File: src/rtl/elem_deque.sv
// elem_deque: circular-buffer double-ended queue of WIDTH-bit elements.
// Optional macro: ELEM_DEQUE_SUM_EN enables the registered running sum on 'sum'.
// Ports:
//   clk, rst_h                      clock, synchronous active-high reset
//   push_back / push_front / din    insert din at the back / front
//   pop_back / pop_front            remove the back / front element
//   dout_front / dout_back          registered front/back element (0 when empty)
//   count / empty / full            registered occupancy and flags
//   err                             one-cycle pulse after a rejected or illegal command
//   sum                             running sum of stored elements (0 unless enabled)
module elem_deque #(
  parameter int unsigned WIDTH = 8,
  parameter int unsigned DEPTH = 8
) (
  input  logic                               clk,
  input  logic                               rst_h,
  input  logic                               push_back,
  input  logic                               push_front,
  input  logic                               pop_back,
  input  logic                               pop_front,
  input  logic [WIDTH-1:0]                   din,
  output logic [WIDTH-1:0]                   dout_front,
  output logic [WIDTH-1:0]                   dout_back,
  output logic [$clog2(DEPTH):0]             count,
  output logic                               empty,
  output logic                               full,
  output logic                               err,
  output logic [WIDTH+$clog2(DEPTH)-1:0]     sum
);

  localparam int unsigned PW = $clog2(DEPTH);
  localparam int unsigned CW = PW + 1;
  localparam int unsigned SW = WIDTH + PW;

  logic [WIDTH-1:0] mem_q [DEPTH];
  logic [WIDTH-1:0] mem_d [DEPTH];
  logic [PW-1:0]    head_q, head_d, tail_q, tail_d;
  logic [CW-1:0]    count_q, count_d;
  logic [WIDTH-1:0] dout_front_q, dout_front_d, dout_back_q, dout_back_d;
  logic             empty_q, empty_d, full_q, full_d, err_q, err_d;

  logic             do_pb, do_pf, do_popb, do_popf;
  logic             is_empty, is_full;
  logic [PW-1:0]    head_m1, tail_m1, tail_d_m1;
  logic [3:0]       cmd;

  // Command decode: decide which operations are accepted this cycle
  always_comb begin
    do_pb    = 1'b0;
    do_pf    = 1'b0;
    do_popb  = 1'b0;
    do_popf  = 1'b0;
    err_d    = 1'b0;
    is_empty = (count_q == '0);
    is_full  = (count_q == CW'(DEPTH));
    cmd      = {push_back, push_front, pop_back, pop_front};
    case (cmd)
      4'b0000: ;
      4'b1000: if (is_full)  err_d = 1'b1; else do_pb   = 1'b1;
      4'b0100: if (is_full)  err_d = 1'b1; else do_pf   = 1'b1;
      4'b0010: if (is_empty) err_d = 1'b1; else do_popb = 1'b1;
      4'b0001: if (is_empty) err_d = 1'b1; else do_popf = 1'b1;
      // Streaming pairs: when empty only the push lands and the pop is flagged
      4'b1001: begin
        do_pb = 1'b1;
        if (is_empty) err_d = 1'b1; else do_popf = 1'b1;
      end
      4'b0110: begin
        do_pf = 1'b1;
        if (is_empty) err_d = 1'b1; else do_popb = 1'b1;
      end
      default: err_d = 1'b1;
    endcase
  end

  // Next-state: pointers, storage and registered read-out of the new contents
  always_comb begin
    head_m1 = head_q - PW'(1);
    tail_m1 = tail_q - PW'(1);
    mem_d   = mem_q;
    head_d  = head_q;
    tail_d  = tail_q;
    count_d = count_q;
    if (do_pb) begin
      mem_d[tail_q] = din;
      tail_d        = tail_q + PW'(1);
    end
    if (do_pf) begin
      mem_d[head_m1] = din;
      head_d         = head_m1;
    end
    if (do_popf) head_d = head_q + PW'(1);
    if (do_popb) tail_d = tail_m1;
    count_d   = count_q + CW'(do_pb) + CW'(do_pf) - CW'(do_popb) - CW'(do_popf);
    tail_d_m1 = tail_d - PW'(1);
    empty_d   = (count_d == '0);
    full_d    = (count_d == CW'(DEPTH));
    dout_front_d = empty_d ? '0 : mem_d[head_d];
    dout_back_d  = empty_d ? '0 : mem_d[tail_d_m1];
  end

  // Storage needs no reset; contents are don't-care after reset
  always_ff @(posedge clk) begin
    mem_q <= mem_d;
  end

  always_ff @(posedge clk) begin
    if (rst_h) begin
      head_q       <= '0;
      tail_q       <= '0;
      count_q      <= '0;
      empty_q      <= 1'b1;
      full_q       <= 1'b0;
      err_q        <= 1'b0;
      dout_front_q <= '0;
      dout_back_q  <= '0;
    end else begin
      head_q       <= head_d;
      tail_q       <= tail_d;
      count_q      <= count_d;
      empty_q      <= empty_d;
      full_q       <= full_d;
      err_q        <= err_d;
      dout_front_q <= dout_front_d;
      dout_back_q  <= dout_back_d;
    end
  end

  assign dout_front = dout_front_q;
  assign dout_back  = dout_back_q;
  assign count      = count_q;
  assign empty      = empty_q;
  assign full       = full_q;
  assign err        = err_q;

`ifdef ELEM_DEQUE_SUM_EN
  logic [SW-1:0] sum_q, sum_d;

  // Running total: add pushed data, subtract the element each accepted pop removes
  always_comb begin
    sum_d = sum_q;
    if (do_pb || do_pf) sum_d = sum_d + SW'(din);
    if (do_popf)        sum_d = sum_d - SW'(mem_q[head_q]);
    if (do_popb)        sum_d = sum_d - SW'(mem_q[tail_m1]);
  end

  always_ff @(posedge clk) begin
    if (rst_h) sum_q <= '0;
    else       sum_q <= sum_d;
  end

  assign sum = sum_q;
`else
  assign sum = '0;
`endif

endmodule

File: config.mk
export PLATFORM = sky130hd
export DESIGN_NAME = elem_deque
export DESIGN_NICKNAME = d
export VERILOG_FILES = /design/src/rtl/elem_deque.sv
export SDC_FILE = /design/constraint.sdc
export NUM_CORES = 1
export LEC_CHECK = 0
export CORE_UTILIZATION = 40
export DETAILED_ROUTE_END_ITERATION = 8
export GPL_TIMING_DRIVEN = 0
export PLACE_DENSITY = 0.67
export SYNTH_ARGS = -nofsm -noshare
export SYNTH_HDL_FRONTEND = slang
export SYNTH_SLANG_ARGS = --single-unit
File: constraint.sdc
create_clock -name clk -period 8.69 [get_ports clk]
set_clock_uncertainty 0.05 [all_clocks]
set_input_delay 2.1725 -clock clk [delete_from_list [all_inputs] [get_ports clk]]
set_output_delay 2.1725 -clock clk [all_outputs]
set_load 0.02 [all_outputs]
* After elaboration in Yosys (flattened, before gate mapping)
Cells that the tools add are included.
Storage, ports and cells: output and inout port bits 34, bits of input ports 14, register bits after elaboration 93, word-level logic and storage cells 80
Cells by class: multiplexer cells 27, add/subtract/negate cells 9, equal/unequal tests 8, reduce and logical (&&, ||, !) cells 10, order comparisons 6, bitwise logic cells 4
Operators with widths (number):
- bitwise mux 64 bit | 2
- 2-to-1 mux 64 bit | 2
- binary-select mux 8 bit (select 3 bit) | 2
- demux 8 bit (select 3 bit) | 2
- 2-to-1 mux 8 bit | 6
- equality test 4 bit (second input constant) | 4
- >= comparator 4 bit (second input constant) | 4
- NOT 3 -> 4 bit | 4
- zero test 4 bit | 3
- 2-to-1 mux 3 bit | 4
- subtractor 3 x 1 -> 3 bit (second input constant) | 3
- adder 4 x 1 -> 4 bit | 2
- equality test 4 x 3 -> 1 bit (second input constant) | 2
- less-than comparator 4 x 1 -> 1 bit (second input constant) | 2
- OR reduction 2 bit | 4
- subtractor 4 x 1 -> 4 bit | 2
- adder 3 x 1 -> 3 bit (second input constant) | 2
- 2-to-1 mux 1 bit | 6
- equality test 4 x 1 -> 1 bit (second input constant) | 1
- equality test 4 x 2 -> 1 bit (second input constant) | 1
- case mux 1 bit (2 select lines) | 2
- OR reduction 4 bit | 1
- case mux 1 bit (3 select lines) | 1
- logical AND 1 bit | 2

* Longest topological paths before layout
word-level depth 12, mapped depth 18, depth with buffers taken out 17

* Least setup slack after synthesis
No wires, ideal clock.
path kind input -> register, start point input port pop_back, end point register dout_front_q[6], in the netlist dout_front[6], setup time 134 ps, path slack 3006 ps, required time 8506 ps, data arrival time 5500 ps, buffers on the path 0, stages 15, cell sequence nor3b_2 and2_1 inv_1 fa_1 inv_1 fa_1 ha_1 fa_1 nor3_1 a21oi_1 inv_1 nor2_1 nand3_1 nor3b_1 or4_1
On the way: longest elaborated chain between the ends 8, elaborated cells between the ends (all ways) 27, classes of those cells add/sub (4); eq/ne (6); mux (12); bitwise (1); reduce/logical (4)
RTL lines:
- from (decl) | RTL line 19 | input logic pop_back,
- equality test 4 bit | RTL line 57 | case (cmd)
- case mux 1 bit (2 select lines) | RTL line 57
- adder 4 x 1 -> 4 bit (2 in a row) | RTL line 94 | count_d = count_q + CW'(do_pb) + CW'(do_pf) - CW'(do_popb) - CW'(do_popf);
- subtractor 4 x 1 -> 4 bit | RTL line 94
- subtractor 4 x 1 -> 4 bit * | RTL line 94
- net count_d[2] | RTL line 38 | logic [CW-1:0] count_q, count_d;
- zero test 4 bit * | RTL line 96 | empty_d = (count_d == '0);
- OR reduction 2 bit (no line) *
- to (signal assigned) | RTL line 124 | dout_front_q <= dout_front_d;
- to (decl) | RTL line 39 | logic [WIDTH-1:0] dout_front_q, dout_front_d, dout_back_q, dout_back_d;
The timed path passes the listed nets; every way through them passes the cells marked *. The select of a mux whose other input is x is not followed. A chain may end at the register's enable or synchronous reset.

* Final worst setup path
start point input port push_back, end point register dout_back_q[2], in the netlist dout_back[2]
On the way: elaborated cells between the ends (all ways) 28, classes of those cells add/sub (5); eq/ne (6); mux (12); bitwise (1); reduce/logical (4)
RTL lines:
- from (decl) | RTL line 17 | input logic push_back,
- equality test 4 bit | RTL line 57
- case mux 1 bit (2 select lines) | RTL line 57
- adder 4 x 1 -> 4 bit (2 in a row) | RTL line 94
- subtractor 4 x 1 -> 4 bit | RTL line 94
- subtractor 4 x 1 -> 4 bit * | RTL line 94
- net count_d[2] | RTL line 38
- zero test 4 bit * | RTL line 96
- OR reduction 2 bit (no line) *
- to (signal assigned) | RTL line 125 | dout_back_q <= dout_back_d;
- to (decl) | RTL line 39
Marked as above.

==> flow_summary_export.csv <==
group,metric,value,unit
synthesis,synth-edff-count,0,
floorplanning,core,12100,um^2
sta,setup_viol,0,
route,drt_iter0_markers,268,
layout,fin_util,0.488,
worst_setup_path,cp-start-kind,"input port",
layout,layout-drive-gt1-share,0.190,
pwr,seqPwrFrac,0.338,
synthesis,syn_avg_cell_area,9.70,um^2
synthesis,synth-async-reset-ratio,0,
worst_setup_path,crit_start,"push_back",
cts,cts_buffer_depth,2,
placed_design,dp_cells,727,
worst_setup_path,r2r_slack,3.39,ns
layout,final_nets,596,
floorplanning,start_util,0.413,
sta,hold_ws,0.409,ns
job,maxCapViolations,0,
layout,area_growth,18.3,%
route,ant_nets,0,
global_routing,grt_pass1_wl,20.9,mm
synthesis,synth_area_leader_cell,"dfxtp_1",
placed_design,pre_cts_slack,1.50,ns
sta,fin_crit_sh,0.790,
pwr,p_per_area,357,nW/um^2
sta,hold_viol_final,0,
pwr,internal_power,0.00129,W
worst_hold_path,hold_start,"mem_q[39]",
worst_setup_path,slowest_stage,"nor3b_1",
worst_setup_path,r2r_end,"dout_back[2]",
worst_setup_path,cp-end-kind,"flop",
floorplanning,io_pins,48,
route,wl_per_cell,17.4,um
synthesis,ys_ff_latch,93,
worst_setup_path,crit_arrival,7.08,ns
sta,setup_tns,0,ns
synthesis,ys_seq_area_frac,0.374,
cts,cts.repair.resized,0,
worst_setup_path,crit_path_max_fanout,8,
floorplanning,die_x,114,um
global_routing,antenna_found_initial,0,
layout,fin_cells,743,
synthesis,ys_warn_count,0,
cts,holdBufCountCts,0,
synthesis,syn_inst,513,
worst_setup_path,cp.required,8.90,ns
worst_hold_path,hold_class,"reg -> reg",
pwr,p_leak,2.38,nW
worst_setup_path,crit_chain,"clkdlybuf4s50_1 > nor3b_2 > and2_1 > inv_1 > fa_1 > inv_1 > fa_1 > ha_1 > fa_1 > nor3_1 > a21oi_1 > inv_1 > nor3b_1 > a32oi_1 > o221ai_1",
layout,antenna_cells,0,
cts,clk_pin_slew_worst_paths,0.07,ns
cts,htree_num_levels,3,
cts,clock_latency,0.35,ns
worst_setup_path,max_stage_delay,0.90,ns
pwr,clkPwrFrac,0.191,
worst_setup_path,reg2reg_depth,17,
global_routing,grt.overflow.total,0,
placed_design,gp_congestion,0.849,
placed_design,hpwl,9.56,mm
route,vias,4132,
sta,setup_ws,1.82,ns
worst_setup_path,rr_startpoint,"count[2]",
global_routing,first_global_vias,4082,
global_routing,grt.total_usage,0.209,
route,drc_errors,0,
floorplanning,fp-row-count,40,
cts,post-cts-setup-buffers,0,
pwr,power_switching,0.000808,W
synthesis,netlist.area_leader.share,0.374,
synthesis,yosys-top-cells-area,"dfxtp_1, mux2_2, nor3_1",
worst_setup_path,cp-endpoint,"dout_back[2]",
sta,period_needed,6.87,ns
cts,clock_sinks,93,
global_routing,grt_max_degree,16,
route,vias_per_cell,5.56,
pwr,combPwrFrac,0.472,
sta,finalMaxSlewViolations,0,
sta,rsz0062_at_grt,"no",
floorplanning,dieArea,12900,um^2
pwr,sw_frac_of_total,0.385,
floorplanning,die_h,114,um
cts,cts_tree,"built",
route,drt_wl_total,13.0,mm
route,dr.pass1.iters,5,
sta,max_clock_freq,146,MHz
cts,cts_root_buf,"clkbuf_16",
pwr,max-vdd-ir-drop,0.000163,V
cts,cts_buffers,9,
worst_setup_path,critPathKind,"in -> reg",
synthesis,netlist_area,4980,um^2
sta,max_slew_margin,0.278,
status,status,"finished, final reports clean",
sta,worst_pin_slew,1.08,ns
synthesis,yosys.cell_types.count,57,
placed_design,numPortBuffers,36,
synthesis,synth_ff_type,"dfxtp_1",
layout by cell type (no fill, tap or decap), types with 8 or more instances in the layout:
master,count
nor4_1,15
mux2i_1,19
mux2_1,14
clkbuf_1,26
nor3_1,55
or3_1,12
conb_1,11
dfxtp_1,93
o221ai_1,8
mux2_2,53
clkbuf_16,9
nand2_1,14
clkdlybuf4s50_1,36
ha_1,9
buf_4,14
a32oi_1,9
inv_1,13
nor2_1,57
metal layers:
metal / up-vias / GRT usage / part of all wire
li1: 1981 / - / -
met1: 1956 / 0.258 / 0.43
met2: 167 / 0.350 / 0.48
met3: 28 / 0.0457 / 0.061
met4: 0 / 0.0956 / 0.030
met5: - / 0 / 0
final cells by class:
type,instances,area (um^2)
Multi-Input combinational cell,373,2880
Sequential cell,93,1860
Buffer,44,224
Clock inverter,5,58.8
Tap cell,168,210
Fill cell,1127,6180
Clock buffer,11,243
Timing Repair Buffer,36,360
Inverter,13,48.8
registers in the layout, indices dropped and copies added (netlist names):
name,flops
dout_front,8
full,1
count,4
tail_q,3
err,1
dout_back,8
empty,1
head_q,3
mem_q,64
power groups by stage:
stage	combinational, W	clock, W	sequential [W]
after floorplan	0.000686	0	0.000726
after global placement	0.000957	0	0.000702
after detailed placement	0.000977	0	0.000715
after CTS	0.000985	0.000405	0.000707
after global routing	0.00109	0.000422	0.000726
final	0.000991	0.000400	0.000709
cell usage after synthesis (5+ instances only):
cell      number
dfxtp_1       93
nor2_1        57
nor3_1        55
mux2_2        53
clkbuf_1      25
mux2i_1       19
nor4_1        15
buf_4         14
mux2_1        14
nand2_1       14
inv_1         13
or3_1         12
a32oi_1        9
ha_1           9
o221ai_1       8
nor3b_1        7
o22a_1         7
or4_1          7
buf_2          5
per-stage QoR:
stage,instance area [um^2],power [W]
after floorplan,5010,0.00141
after global placement,5580,0.00166
after detailed placement,5580,0.00169
after CTS,5890,0.00210
after global routing,5890,0.00223
final,5890,0.00210
worst max-delay path: cells and delay by family:
family	cells	cell delay (ns)
simple gates	4	1.53
fa+ha+maj	4	1.60
buf+inv	4	0.93
compound gates	3	0.84
worst min-delay path by stage:
stage	cells past startpoint	slack (ns)	endpoint
4_1_cts	2	0.41	mem_q[39]
2_1_floorplan	2	0.38	mem_q[39]
3_3_place_gp	2	0.39	mem_q[47]
3_5_place_dp	2	0.40	mem_q[39]
5_1_grt	2	0.43	mem_q[39]
6_report	2	0.41	mem_q[39]
cell families after synthesis:
group	synth area share
AO/OA/AOI/OAI	0.0978
XOR/XNOR	0.0184
adder cells (fa/ha/maj)	0.0347
buffers and inverters	0.0548
flip-flops	0.374
multiplexers	0.205
other	0.000754
AND/OR/NAND/NOR	0.215
(Power assumes the default switching activity.)
